==> src/rtl/parity_tx_if.sv <==
// rtl/parity_tx_if.sv - parallel-in / serial-out handshake bundle for parity_tx
interface parity_tx_if #(
    parameter int DATA_WIDTH = 8
);
    // Parallel word side
    logic [DATA_WIDTH-1:0] dataIn;
    logic                  dataValid;
    logic                  dataReady;

    // Serial frame side
    logic                  seqReady;
    logic                  seqOut;
    logic                  seqValid;
    logic                  lastOut;

    // Producer of words / consumer of serial bits
    modport master (
        output dataIn,
        output dataValid,
        input  dataReady,
        output seqReady,
        input  seqOut,
        input  seqValid,
        input  lastOut
    );

    // The serialiser itself
    modport slave (
        input  dataIn,
        input  dataValid,
        output dataReady,
        input  seqReady,
        output seqOut,
        output seqValid,
        output lastOut
    );
endinterface

==> src/rtl/parity_tx.sv <==
// rtl/parity_tx.sv - word serialiser, LSB first, with trailing even/odd parity bit
module parity_tx #(
    parameter int DATA_WIDTH = 8,
    parameter int ODD_PARITY = 0
) (
    input  logic       clk,
    input  logic       rst,
    parity_tx_if.slave bus
);
    typedef enum logic [1:0] {
        ST_IDLE,
        ST_DATA,
        ST_PARITY
    } state_t;

    localparam int             CNT_W    = $clog2(DATA_WIDTH);
    localparam logic [CNT_W-1:0] LAST_BIT = CNT_W'(DATA_WIDTH - 1);
    // Seeding the accumulator with the parity sense makes the final
    // accumulator value the bit that completes the frame's ones count.
    localparam logic           ACC_INIT = (ODD_PARITY != 0);

    state_t                state;
    logic [DATA_WIDTH-1:0] shift_q;
    logic [CNT_W-1:0]      bit_cnt;
    logic                  acc_q;
    logic                  seq_out_q;
    logic                  seq_valid_q;
    logic                  last_q;

    logic                  data_ready;
    logic                  word_xfer;
    logic                  bit_xfer;

    // Ready in Idle, or in Parity when the parity bit leaves this cycle so the
    // next frame follows with no gap; forced low while reset is held.
    assign data_ready = rst & ((state == ST_IDLE) |
                               ((state == ST_PARITY) & bus.seqReady));
    assign word_xfer  = bus.dataValid & data_ready;
    assign bit_xfer   = seq_valid_q & bus.seqReady;

    assign bus.dataReady = data_ready;
    assign bus.seqOut    = seq_out_q;
    assign bus.seqValid  = seq_valid_q;
    assign bus.lastOut   = last_q;

    // Frame FSM; the serial outputs are registered alongside the state so the
    // bit presented always matches the state it was computed for.
    always_ff @(posedge clk or negedge rst) begin
        if (!rst) begin
            state       <= ST_IDLE;
            shift_q     <= '0;
            bit_cnt     <= '0;
            acc_q       <= ACC_INIT;
            seq_out_q   <= 1'b0;
            seq_valid_q <= 1'b0;
            last_q      <= 1'b0;
        end else if (word_xfer) begin
            // Either from Idle or the parity bit leaving: start a new frame.
            state       <= ST_DATA;
            shift_q     <= bus.dataIn;
            bit_cnt     <= '0;
            acc_q       <= ACC_INIT;
            seq_out_q   <= bus.dataIn[0];
            seq_valid_q <= 1'b1;
            last_q      <= 1'b0;
        end else begin
            case (state)
                ST_IDLE: begin
                    seq_valid_q <= 1'b0;
                    seq_out_q   <= 1'b0;
                    last_q      <= 1'b0;
                end
                ST_DATA: begin
                    if (bit_xfer) begin
                        acc_q   <= acc_q ^ shift_q[0];
                        shift_q <= shift_q >> 1;
                        bit_cnt <= bit_cnt + 1'b1;
                        if (bit_cnt == LAST_BIT) begin
                            state     <= ST_PARITY;
                            seq_out_q <= acc_q ^ shift_q[0];
                            last_q    <= 1'b1;
                        end else begin
                            seq_out_q <= shift_q[1];
                        end
                    end
                end
                ST_PARITY: begin
                    if (bit_xfer) begin
                        state       <= ST_IDLE;
                        seq_valid_q <= 1'b0;
                        seq_out_q   <= 1'b0;
                        last_q      <= 1'b0;
                    end
                end
                default: begin
                    state       <= ST_IDLE;
                    seq_valid_q <= 1'b0;
                    seq_out_q   <= 1'b0;
                    last_q      <= 1'b0;
                end
            endcase
        end
    end
endmodule

==> src/flat_wrapper.sv <==
// flat-port wrapper written by rule: the top's interface ports become plain ports
module parity_tx_flat 
#(
    parameter int DATA_WIDTH = 8,
    parameter int ODD_PARITY = 0
)
  (clk, rst, bus_dataIn, bus_dataValid, bus_dataReady, bus_seqReady, bus_seqOut, bus_seqValid, bus_lastOut);
  parity_tx_if #(.DATA_WIDTH(DATA_WIDTH)) bus_i ();
  input  logic clk;
  input  logic rst;
  input wire logic [$bits(bus_i.dataIn)-1:0] bus_dataIn;
  input wire logic [$bits(bus_i.dataValid)-1:0] bus_dataValid;
  output wire logic [$bits(bus_i.dataReady)-1:0] bus_dataReady;
  input wire logic [$bits(bus_i.seqReady)-1:0] bus_seqReady;
  output wire logic [$bits(bus_i.seqOut)-1:0] bus_seqOut;
  output wire logic [$bits(bus_i.seqValid)-1:0] bus_seqValid;
  output wire logic [$bits(bus_i.lastOut)-1:0] bus_lastOut;
  assign bus_i.dataIn = bus_dataIn;
  assign bus_i.dataValid = bus_dataValid;
  assign bus_dataReady = bus_i.dataReady;
  assign bus_i.seqReady = bus_seqReady;
  assign bus_seqOut = bus_i.seqOut;
  assign bus_seqValid = bus_i.seqValid;
  assign bus_lastOut = bus_i.lastOut;
  parity_tx #(.DATA_WIDTH(DATA_WIDTH), .ODD_PARITY(ODD_PARITY)) u_core (.clk(clk), .rst(rst), .bus(bus_i));
endmodule
==> config.mk <==
export PLATFORM = sky130hd
export DESIGN_NAME = parity_tx_flat
export DESIGN_NICKNAME = d
export VERILOG_FILES = /design/src/rtl/parity_tx_if.sv /design/src/rtl/parity_tx.sv /design/src/flat_wrapper.sv
export SDC_FILE = /design/constraint.sdc
export NUM_CORES = 1
export LEC_CHECK = 0
export BUFFER_PORTS_ARGS = -buffer_cell sky130_fd_sc_hd__buf_2
export CAP_MARGIN = 10
export CORE_UTILIZATION = 56
export DETAILED_ROUTE_END_ITERATION = 16
export GPL_TIMING_DRIVEN = 0
export PLACE_DENSITY = 0.83
export SYNTH_ARGS = -nofsm -noshare
export SYNTH_HDL_FRONTEND = slang
export SYNTH_SLANG_ARGS = --single-unit
==> constraint.sdc <==
create_clock -name clk -period 2.35 [get_ports clk]
set_input_delay 0.47 -clock clk [delete_from_list [all_inputs] [get_ports clk]]
set_output_delay 0.47 -clock clk [all_outputs]
set_load 0.1 [all_outputs]
==> metrics.md, run 1 <==
| Metric | Value |
|---|---|
| Kind of end point of the critical path | `primary output` |
| Crit start category | `input pin` |
| Core Region | `about 1400 um2` |
| Setup Total Neg Slack | `0 ns` |
| R2r worst-path depth | `4` |
| Unrepaired setup endpoints after global routing | `no` |
| Clock Pin Slew Worst Setup and Hold Paths | `0.10 ns` |
| CTS tree | `yes` |
| Post-synth top flop | `dfrtp_1` |
| Tot Pwr | `about 0.0012 W` |
| Fillers | `106` |
| Post-synthesis sequential area ratio | `about half` |
| Post_cts resized | `0` |
| Setup Skew | `0.00561 ns` |
| CTS buffer count | `3` |
| Max-cap violations | `0` |
| Global placement routability congestion | `0.773` |
| GRT Total Usage | `about a fifth` |
| Share of cells above drive strength 1 | `28.9%` |
| Via count | `636` |
| Data arrival, critical path | `1.50 ns` |
| DIE HEIGHT | `41.4 um` |
| Largest net degree at the start of global routing | `19` |
| Std-Cell Rows | `13` |
| CTS Sinks | `17` |
| Clk_lat worst skew | `0.29 ns` |
| Input/output buffers | `15` |
| Hold buffers post-CTS | `0` |
| Area grow syn2layout | `13.8%` |
| Status | `completed` |
| DIE AREA | `~1700 um2` |
| Non-filler cells, final | `roughly 110` |
| Initial antenna violation count | `0` |
| Root Buffer Master | `clkbuf_4` |
| Nets | `112` |
| Final WL | `1500 um` |
| First-pass GRT wire length | `2680 um` |
| Slew Limit Headroom | `57.3%` |
| Clk buf depth | `2` |
| Post-DP HPWL | `1120 um` |
| Fmax | `between 0.5 and 0.6 GHz` |
| Vias per cell | `5.68` |
| Ys Warns | `0` |
| Synth Register Bits | `17` |
| # setup viols final | `0` |
| Starting Density | `63.7%` |
| FFs w/ async S/R, synth | `100%` |
| Max Transition Viols Final | `0` |
| Die width | `41.4 um` |
| Crit path kind | `input pin to primary output` |
| Antenna Nets Post-Route | `0` |
| Synthesized Nets | `between 90 and 100` |
| Maximum vdd ir drop | `0.805 mV` |
| First drt pass iteration count | `4` |
| 1st-iter DRT viols | `16` |
| Dpl cells | `~110` |
| Hold Path Class | `input pin to asynchronous set/reset pin` |
| Post-route clock period utilization | `a little over four fifths` |
| Power density over the cells | `1210 nW/um2` |
| Vias in the first global route | `603` |
| Routed len/inst | `between 10 and 15 um` |
| Static leakage | `0.530 nW` |
| Setup Fix Bufs, Post-CTS | `0` |
| Mapped Area | `871 um2` |
| Synth Instances | `78` |
| Syn avg cell area | `around 11 um2` |
| Number of synthesized flops with an enable pin | `0` |
| Crit path required time | `1.88 ns` |
| Overflow after GRT | `0` |
| Min Clock Period, post-route | `1.97 ns` |
| Fin. Hold Viols | `0` |
| Io pins | `16` |
| Critical Path Fanout Max | `18` |
| Worst slew pin tran | `0.636 ns` |
| Synth cell types | `30` |
| CTS H-tree depth | `1` |
| # diodes | `0` |
| DRC violations left | `0` |
==> report_power, final <==
group,switching (W),leakage (nW),total (W),internal (W)
clock,0.0000882,0.0150,0.000154,0.0000660
sequential,0.0000861,0.211,0.000504,0.000418
combinational,0.000326,0.304,0.000545,0.000219
total,0.000500,0.530,0.00120,0.000704
==> flip-flops by register name (all words and copies together), names as in the netlist <==
signal and flops:
u_core.shift_q 8, u_core.bit_cnt 3, u_core.state 2, u_core.acc_q 1
u_core.bus.lastOut 1, u_core.bus.seqOut 1, u_core.bus.seqValid 1
==> layout make-up <==
cell class                 count  area, um2  area share, %
buffer                         2       16.3           1.64
timing repair buffer          15       75.1           7.58
clock buffer                   4       26.3           2.65
inverter                       3       11.3           1.14
multi-input combinational     56        418           42.2
sequential                    17        425           42.9
tap                           15       18.8           1.89
==> final timing paths <==
kind / from / endpoint / slack, ns
setup / recovery: rst / bus_dataReady / 0.38
hold / removal: rst / u_core.acc_q$_DFFE_PN0P_ / 0.1
setup reg to reg: u_core.state[1]$_DFFE_PN0P_ / u_core.shift_q[6]$_DFFE_PN0P_ / 0.77
hold reg to reg: u_core.shift_q[7]$_DFFE_PN0P_ / u_core.shift_q[7]$_DFFE_PN0P_ / 0.54
max in group asynchronous: rst / u_core.state[1]$_DFFE_PN0P_ / 1.96
min in group clk: bus_dataIn[7] / u_core.shift_q[7]$_DFFE_PN0P_ / 0.40
==> worst max-delay path, cell delays in order <==
cell and delay, ns:
buf_2 0.35, nand2b_4 0.13, nor2_1 0.11, buf_2 0.43
==> logic make-up (layout without fill, tap and decap cells) <==
family	Yosys count	after routing	synth area share, %
AND/OR/NAND/NOR	25	25	17.2
XOR/XNOR	2	2	2.01
buffers and inverters	5	24	3.16
flip-flops	17	17	48.9
adder cells (fa/ha/maj)	2	2	2.87
AO/OA/AOI/OAI	14	14	9.20
multiplexers	13	13	16.7
==> metal layers <==
metal  global-route usage (%)  part of all wire [%]
met4                     11.6                   2.3
met3                     3.91                   2.5
met5                        0                     0
met1                     26.7                    47
met2                     33.1                    48
==> placed cells by master, fill, tap and decap left out <==
cell,netlist,routed
dfrtp_1,17,17
buf_2,1,16
mux2i_1,7,7
nor2_1,6,6
a21oi_1,6,6
nor4_1,4,4
o21ai_0,4,4
mux2_2,4,4
inv_1,3,3
nand2_1,3,3
clkbuf_4,0,3
nor2b_1,2,2
mux2_4,2,2
ha_1,2,2
nand2b_4,1,1
or3_4,1,1
buf_6,1,1
nand4b_1,1,1
or2b_1,1,1
and3_1,1,1
nor3_1,1,1
xor2_1,1,1
or3_1,1,1
and2b_1,1,1
nand3_1,1,1
o211ai_1,1,1
xnor2_1,1,1
a211o_1,1,1
a31oi_1,1,1
a22oi_1,1,1
nor3b_1,1,1
clkbuf_1,0,1
==> synthesized netlist by cell type, types with 2 or more instances <==
library cell / count / share of area (%)
mux2i_1: 7 / 8.0
mux2_4: 2 / 3.4
nand2_1: 3 / 1.3
mux2_2: 4 / 5.2
a21oi_1: 6 / 3.4
nor2_1: 6 / 2.6
nor4_1: 4 / 2.9
dfrtp_1: 17 / 49
o21ai_0: 4 / 2.3
nor2b_1: 2 / 1.4
ha_1: 2 / 2.9
inv_1: 3 / 1.3
==> stage by stage <==
| step | hold slack [ns] | instance area (um2) | worst slack, ns | util, % |
|---|---|---|---|---|
| global route | 0.124 | 991 | 0.250 | 72.5 |
| global placement | 0.432 | 965 | 0.341 | 70.6 |
| detailed placement | 0.430 | 965 | 0.350 | 70.6 |
| floorplan | 0.174 | 871 | 0.0423 | - |
| finish | 0.0982 | 991 | 0.383 | 72.5 |
| CTS | 0.104 | 991 | 0.343 | 72.5 |
(Power assumes the default switching activity.)
==> run 2, diff against run 1 <==
--- a/config.mk
+++ b/config.mk
@@ -5,12 +5,13 @@
 export SDC_FILE = /design/constraint.sdc
 export NUM_CORES = 1
 export LEC_CHECK = 0
+export ABC_AREA = 1
 export BUFFER_PORTS_ARGS = -buffer_cell sky130_fd_sc_hd__buf_2
 export CAP_MARGIN = 10
-export CORE_UTILIZATION = 56
+export CORE_UTILIZATION = 52
 export DETAILED_ROUTE_END_ITERATION = 16
 export GPL_TIMING_DRIVEN = 0
-export PLACE_DENSITY = 0.83
+export PLACE_DENSITY = 0.78
 export SYNTH_ARGS = -nofsm -noshare
 export SYNTH_HDL_FRONTEND = slang
 export SYNTH_SLANG_ARGS = --single-unit
==> constraint.sdc (replaced) <==
create_clock -name clk -period 2 [get_ports clk]
set_input_delay 0.4 -clock clk [delete_from_list [all_inputs] [get_ports clk]]
set_output_delay 0.4 -clock clk [all_outputs]
set_load 0.1 [all_outputs]
==> run 2 against run 1 <==
Effect of this change: sequential power rose by 7.3%; first-iteration DRC count fell by 6.3%; die area rose by 6.3%; highest routed layer is now met3; largest power group is now sequential cells; synthesized area fell by 1.0%; power rose by 3.4%.
==> metrics.md, run 2 <==
| Metric | Value |
|---|---|
| Global placement routability congestion | `0.825 (was 0.773)` |
| Root Buffer Master | `clkbuf_4 (unchanged)` |
| Core Region | `1520 um2 (was 1370 um2)` |
| First-pass GRT wire length | `2880 um (was 2680 um)` |
| Post-synthesis sequential area ratio | `49.3% (was 48.9%)` |
| Maximum vdd ir drop | `0.857 mV (was 0.805 mV)` |
| Std-Cell Rows | `14 (was 13)` |
| Min Clock Period, post-route | `1.75 ns` |
| Fmax | `0.572 GHz` |
| Commonest non-fill, non-tap cell in the layout | `nand2_1 (was dfrtp_1)` |
| Via count | `726 (was 636)` |
| Static leakage | `0.577 nW (was 0.530 nW)` |
| Post-synth top flop | `dfrtp_1 (unchanged)` |
| DIE AREA | `1820 um2 (was 1720 um2)` |
| Vias in the first global route | `689 (was 603)` |
| Max reg flops | `8 (unchanged)` |
| 1st-iter DRT viols | `15 (was 16)` |
| Area grow syn2layout | `15.8% (was 13.8%)` |
| CTS tree | `yes (unchanged)` |
| Crit path kind | `flop to primary output (was input pin to primary output)` |
| Fin. Hold Viols | `0 (unchanged)` |
| # setup viols final | `0 (unchanged)` |
| Unrepaired setup endpoints after global routing | `no (unchanged)` |
| Nets | `143 (was 112)` |
| Most common cell in the synthesized netlist | `nand2_1 (was dfrtp_1)` |
| CTS Sinks | `17 (unchanged)` |
| Crit path required time | `1.60 ns (was 1.88 ns)` |
| Input/output buffers | `15 (unchanged)` |
| Final WL | `1650 um (was 1500 um)` |
| Most frequent cells in the layout | `nand2_1, dfrtp_1, buf_2 (was dfrtp_1, buf_2, mux2i_1)` |
| Hold_ws | `0.360 ns (was 0.0982 ns)` |
| Ys Warns | `0 (unchanged)` |
| Clock Pin Slew Worst Setup and Hold Paths | `0.10 ns (about the same)` |
| Routed len/inst | `11.4 um (was 13.3 um)` |
| Largest register by flop count | `u_core.shift_q (unchanged)` |
| Number of synthesized flops with an enable pin | `0 (unchanged)` |
| Data arrival, critical path | `1.35 ns (was 1.50 ns)` |
| GRT Total Usage | `20.9% (about the same)` |
| Status | `completed (unchanged)` |
| Kind of end point of the critical path | `primary output (unchanged)` |
| CTS buffer count | `3 (unchanged)` |
| Critical Path Fanout Max | `3 (was 18)` |
| Synth Instances | `108 (was 78)` |
| Slew Limit Headroom | `48.4% (was 57.3%)` |
| Power density over the cells | `1250 nW/um2 (was 1210 nW/um2)` |
| # diodes | `0 (unchanged)` |
| Post-DP HPWL | `1210 um (was 1120 um)` |
| Io pins | `16 (unchanged)` |
| Mapped Area | `862 um2 (was 871 um2)` |
| Syn avg cell area | `7.98 um2 (was 11.2 um2)` |
| Die width | `42.7 um (was 41.4 um)` |
| Post-route clock period utilization | `87.5%` |
| Synthesized Nets | `122 (was 92)` |
| Cell taking the most area after synthesis | `dfrtp_1 (unchanged)` |
| Max Transition Viols Final | `0 (unchanged)` |
| Worst slew pin tran | `0.771 ns (was 0.636 ns)` |
| DIE HEIGHT | `42.7 um (was 41.4 um)` |
| CTS H-tree depth | `1 (unchanged)` |
| Synth Register Bits | `17 (unchanged)` |
| Starting Density | `56.6% (was 63.7%)` |
| Top area cells in the synthesized netlist | `dfrtp_1, nand2_1, nand3_1 (was dfrtp_1, mux2i_1, mux2_2)` |
| Antenna Nets Post-Route | `0 (unchanged)` |
| Post-synth top cells | `nand2_1, dfrtp_1, nand3_1 (was dfrtp_1, mux2i_1, a21oi_1, nor2_1)` |
| Setup Skew | `0.00281 ns (was 0.00561 ns)` |
| Max-cap violations | `0 (unchanged)` |
| Top cell type's share of synthesized area | `49.3% (was 48.9%)` |
| Initial antenna violation count | `0 (unchanged)` |
| Clk_lat worst skew | `0.28 ns (was 0.29 ns)` |
| Vias per cell | `5.04 (was 5.68)` |
| Synth cell types | `19 (was 30)` |
| Largest net degree at the start of global routing | `19 (unchanged)` |
| Clk buf depth | `2 (unchanged)` |
| First drt pass iteration count | `5 (was 4)` |
| Share of cells above drive strength 1 | `19.5% (was 28.9%)` |
| FFs w/ async S/R, synth | `100% (unchanged)` |
| Setup Total Neg Slack | `0 ns (unchanged)` |
| Regs by FF count | `u_core.shift_q (8), u_core.bit_cnt (3), u_core.state (2) (unchanged)` |
| DRC violations left | `0 (unchanged)` |
| Fillers | `138 (was 106)` |
| Crit start category | `flop (was input pin)` |
| Overflow after GRT | `0 (unchanged)` |
| Hold Path Class | `input pin to flop (was input pin to asynchronous set/reset pin)` |
run 2: cell count changes after synthesis, moves of 4 or more:
| cell | before | now |
|---|---|---|
| mux2_2 | 4 | 0 |
| a21oi_1 | 6 | 1 |
| a31oi_1 | 1 | 6 |
| nand2_1 | 3 | 38 |
| mux2i_1 | 7 | 0 |
| inv_1 | 3 | 10 |
| nor2_1 | 6 | 10 |
| nor4_1 | 4 | 0 |
| nand3_1 | 1 | 11 |
run 2: what timing repair did:
action                     4_1_cts  5_1_grt
resized for setup                1        1
hold buffers                     0        1
hold endpoints to repair         0       17
setup endpoints to repair        1        1
buffers inserted                 0        0
run 2: critical path: stages, from the launching register on:
cell	delay [ns]
dfrtp_1	0.40
nor2_1	0.19
and2_1	0.18
buf_4	0.29
run 2: kinds of logic (layout without fill, tap and decap cells):
logic type / Yosys count / after routing / share of synthesized area (%)
DFF: 17 / 17 / 49.3
and+or+nand+nor: 65 / 65 / 32.8
AOI/OAI and AO/OA: 10 / 10 / 6.68
buffers and inverters: 14 / 34 / 8.27
adders and majority gates: 2 / 2 / 2.90
run 2: report_power, final:
group | leakage [nW] | internal [W] | total [W] | switching, W
clock network | 0.0150 | 0.0000774 | 0.000183 | 0.000106
logic | 0.343 | 0.000153 | 0.000521 | 0.000368
registers | 0.218 | 0.000466 | 0.000541 | 0.0000747
total | 0.577 | 0.000696 | 0.00124 | 0.000549
run 2: routing by layer:
| layer | global-route usage (%) | vias to the layer above | share of wire (%) |
|---|---|---|---|
| met4 | 5.63 | 0 | 0 |
| met5 | 0 | - | 0 |
| met2 | 33.3 | 12 | 49 |
| met1 | 28.5 | 328 | 48 |
| met3 | 5.11 | 0 | 3.0 |
| li1 | - | 386 | - |
run 2: path summary, 6_finish.rpt:
kind | from | endpoint | slack (ns) | cells past startpoint
worst min-delay path | bus_dataIn[7] | u_core.shift_q[7]$_DFFE_PN0P_ | 0.36 | 3
worst min register to register | u_core.bus.lastOut$_DFFE_PN0P_ | u_core.bus.lastOut$_DFFE_PN0P_ | 0.49 | 2
max in group asynchronous | rst | u_core.bit_cnt[1]$_DFFE_PN0P_ | 0.77 | 2
worst max-delay path | u_core.state[0]$_DFFE_PN0P_ | bus_dataReady | 0.25 | 3
min in group asynchronous | rst | u_core.shift_q[0]$_DFFE_PN0P_ | 0.75 | 2
worst max register to register | u_core.bit_cnt[0]$_DFFE_PN0P_ | u_core.bus.seqOut$_DFFE_PN0P_ | 0.69 | 8
run 2: metrics by stage:
stage | setup slack [ns] | std cells | total power [W] | cell area (um2) | utilization, %
after floorplan | 0.239 | 108 | 0.000955 | 862 | -
after global placement | 0.0242 | 139 | 0.00105 | 957 | 62.8
after detailed placement | -0.0159 | 139 | 0.00107 | 957 | 62.8
after CTS | 0.112 | 143 | 0.00126 | 986 | 64.7
after global routing | 0.152 | 144 | 0.00134 | 998 | 65.5
final | 0.251 | 144 | 0.00124 | 998 | 65.5
run 2: cell type report:
type | instances | area [um2] | area share [%]
Buffer | 3 | 30.0 | 3.01
Multi-Input combinational cell | 77 | 365 | 36.6
Tap cell | 16 | 20.0 | 2.01
Inverter | 11 | 41.3 | 4.14
Sequential cell | 17 | 425 | 42.6
Clock buffer | 4 | 26.3 | 2.63
Timing Repair Buffer | 16 | 90.1 | 9.02
==> run 3, diff against run 2 <==
--- a/config.mk
+++ b/config.mk
@@ -5,7 +5,7 @@
 export SDC_FILE = /design/constraint.sdc
 export NUM_CORES = 1
 export LEC_CHECK = 0
-export ABC_AREA = 1
+export ABC_AREA = 0
 export BUFFER_PORTS_ARGS = -buffer_cell sky130_fd_sc_hd__buf_2
 export CAP_MARGIN = 10
 export CORE_UTILIZATION = 52
==> run 3 against run 2 <==
Effect of this change: final area fell by 0.13%; combinational power is 23% higher; first-iteration DRC count down 87%; critical path depth unchanged; clock-buffer cell count did not move; setup slack got worse by 0.13 ns; hold slack worse by 0.34 ns; die area rose by 0.96%.
==> metrics.md, run 3 (same netlist as run 1, synthesis figures left out) <==
| Metric | Value |
|---|---|
| Clock Pin Slew Worst Setup and Hold Paths | `0.10 ns (about the same)` |
| Largest register by flop count | `u_core.shift_q (unchanged)` |
| Max Transition Viols Final | `0 (unchanged)` |
| Commonest non-fill, non-tap cell in the layout | `dfrtp_1 (was nand2_1)` |
| Slew Limit Headroom | `53.2% (was 48.4%)` |
| Via count | `639 (was 726)` |
| Setup Total Neg Slack | `0 ns (unchanged)` |
| # diodes | `0 (unchanged)` |
| Area grow syn2layout | `14.5% (was 15.8%)` |
| Std-Cell Rows | `14 (unchanged)` |
| Static leakage | `0.530 nW (was 0.577 nW)` |
| Largest net degree at the start of global routing | `19 (unchanged)` |
| Cell Area, Placed | `968 um2 (was 957 um2)` |
| CP peak stage delay | `0.44 ns (was 0.40 ns)` |
| Post-DP HPWL | `1140 um (was 1210 um)` |
| DIE HEIGHT | `42.9 um (was 42.7 um)` |
| Power density over the cells | `1430 nW/um2 (was 1250 nW/um2)` |
| Final WL | `1550 um (was 1650 um)` |
| Worst slew pin tran | `0.697 ns (was 0.771 ns)` |
| Crit path kind | `flop to primary output (unchanged)` |
| # setup viols final | `0 (unchanged)` |
| Final Core Density | `64.7% (was 65.5%)` |
| Non-filler cells, final | `113 (was 144)` |
| Antenna Nets Post-Route | `0 (unchanged)` |
| Die width | `42.9 um (was 42.7 um)` |
| Hold buffers post-CTS | `0 (unchanged)` |
| Max reg flops | `8 (unchanged)` |
| Max-cap violations | `0 (unchanged)` |
| Clk_lat worst skew | `0.30 ns (was 0.28 ns)` |
| Regs by FF count | `u_core.shift_q (8), u_core.bit_cnt (3), u_core.state (2) (unchanged)` |
| DRC violations left | `0 (unchanged)` |
| Root Buffer Master | `clkbuf_4 (unchanged)` |
| Vias per cell | `5.65 (was 5.04)` |
| Final instance area | `997 um2 (was 998 um2)` |
| Initial antenna violation count | `0 (unchanged)` |
| CTS buffer count | `3 (unchanged)` |
| First drt pass iteration count | `2 (was 5)` |
| Share of cells above drive strength 1 | `30.9% (was 19.5%)` |
| Kind of end point of the critical path | `primary output (unchanged)` |
| GRT Total Usage | `20.2% (was 20.9%)` |
| Status | `completed (unchanged)` |
| CTS H-tree depth | `1 (unchanged)` |
| Nets | `112 (was 143)` |
| DIE AREA | `1840 um2 (was 1820 um2)` |
| Io pins | `16 (unchanged)` |
| Critical Path Fanout Max | `7 (was 3)` |
| Routed len/inst | `13.7 um (was 11.4 um)` |
| Fmax | `0.533 GHz (was 0.572 GHz)` |
| Vias in the first global route | `609 (was 689)` |
| Global placement routability congestion | `0.833 (was 0.825)` |
| Unrepaired setup endpoints after global routing | `no (unchanged)` |
| Setup Skew | `0.00613 ns (was 0.00281 ns)` |
| Maximum vdd ir drop | `0.872 mV (was 0.857 mV)` |
| Crit start category | `flop (unchanged)` |
| Input/output buffers | `15 (unchanged)` |
| Min Clock Period, post-route | `1.88 ns (was 1.75 ns)` |
| Worst path cell trace | `nand2b_4 -> nor2_2 -> buf_2 (was nor2_1 -> and2_1 -> buf_4)` |
| Hold Path Class | `input pin to asynchronous set/reset pin (was input pin to flop)` |
| CTS Sinks | `17 (unchanged)` |
| CTS tree | `yes (unchanged)` |
| Overflow after GRT | `0 (unchanged)` |
| Clk buf depth | `2 (unchanged)` |
| Dpl cells | `109 (was 139)` |
| 1st-iter DRT viols | `2 (was 15)` |
| Critical path's slowest cell | `dfrtp_1 (unchanged)` |
| Post-route clock period utilization | `93.9% (was 87.5%)` |
| Fin. Hold Viols | `0 (unchanged)` |
| First-pass GRT wire length | `2740 um (was 2880 um)` |
| Starting Density | `56.5% (was 56.6%)` |
| Most frequent cells in the layout | `dfrtp_1, buf_2, mux2i_1 (was nand2_1, dfrtp_1, buf_2)` |
| Core Region | `1540 um2 (was 1520 um2)` |
| Crit path required time | `1.60 ns (about the same)` |
| Data arrival, critical path | `1.48 ns (was 1.35 ns)` |
## run 3: cell types whose count changed in the layout (fill, tap and decap cells not counted), moves of 4 or more
cell	delta
mux2i_1	+7
a21oi_1	+5
mux2_2	+4
nand3_1	-10
a31oi_1	-5
inv_1	-7
nor4_1	+4
nand2_1	-35
nor2_1	-5
## run 3: critical path: cells and delay by family (launching register included)
kind	cells	cell delay (ns)
flops	1	0.44
buf+inv	1	0.43
simple gates	2	0.32
## run 3: timing repair
| action | CTS | global route |
|---|---|---|
| gates resized for setup | 0 | 1 |
| setup endpoints to repair | 0 | 1 |
| setup buffers | 0 | 0 |
## run 3: worst paths after layout
path                       cells past startpoint                           from  slack [ns]                       endpoint
min in group clk                               3                  bus_dataIn[7]        0.32  u_core.shift_q[7]$_DFFE_PN0P_
max in group asynchronous                      1                            rst        1.68    u_core.state[1]$_DFFE_PN0P_
min reg2reg                                    2  u_core.shift_q[7]$_DFFE_PN0P_        0.54  u_core.shift_q[7]$_DFFE_PN0P_
max                                            3    u_core.state[0]$_DFFE_PN0P_        0.12                  bus_dataReady
min                                            1                            rst        0.02  u_core.shift_q[1]$_DFFE_PN0P_
max reg2reg                                    4    u_core.state[0]$_DFFE_PN0P_        0.42  u_core.shift_q[4]$_DFFE_PN0P_
## run 3: where the power goes
| group | total, W | switching (W) | internal, W |
|---|---|---|---|
| clock network | 0.000191 | 0.000113 | 0.0000778 |
| logic | 0.000643 | 0.000384 | 0.000259 |
| registers | 0.000592 | 0.000101 | 0.000491 |
| total | 0.00143 | 0.000598 | 0.000828 |
## run 3: stage by stage
| step | setup slack (ns) | total power, W | hold slack (ns) |
|---|---|---|---|
| final | 0.123 | 0.00143 | 0.0221 |
| after global routing | 0.0171 | 0.00152 | 0.0525 |
| after CTS | 0.0994 | 0.00143 | 0.0443 |
| after detailed placement | 0.101 | 0.00124 | 0.361 |
| after global placement | 0.108 | 0.00122 | 0.364 |
| after floorplan | 0.0436 | 0.00112 | 0.104 |
## run 3: final cells by class
cell class                 count  area, um2
multi-input combinational     56        423
timing repair buffer          15       75.1
sequential                    17        425
tap                           16       20.0
clock buffer                   4       26.3
fill                         126        544
buffer                         2       16.3
inverter                       3       11.3
## run 3: layer usage
layer / global-route usage (%) / vias to the layer above / wire length (um)
li1: - / 320 / -
met1: 26.7 / 305 / 734
met2: 30.9 / 9 / 733
met3: 5.11 / 5 / 45
met4: 9.38 / 0 / 32
met5: 0 / - / 0
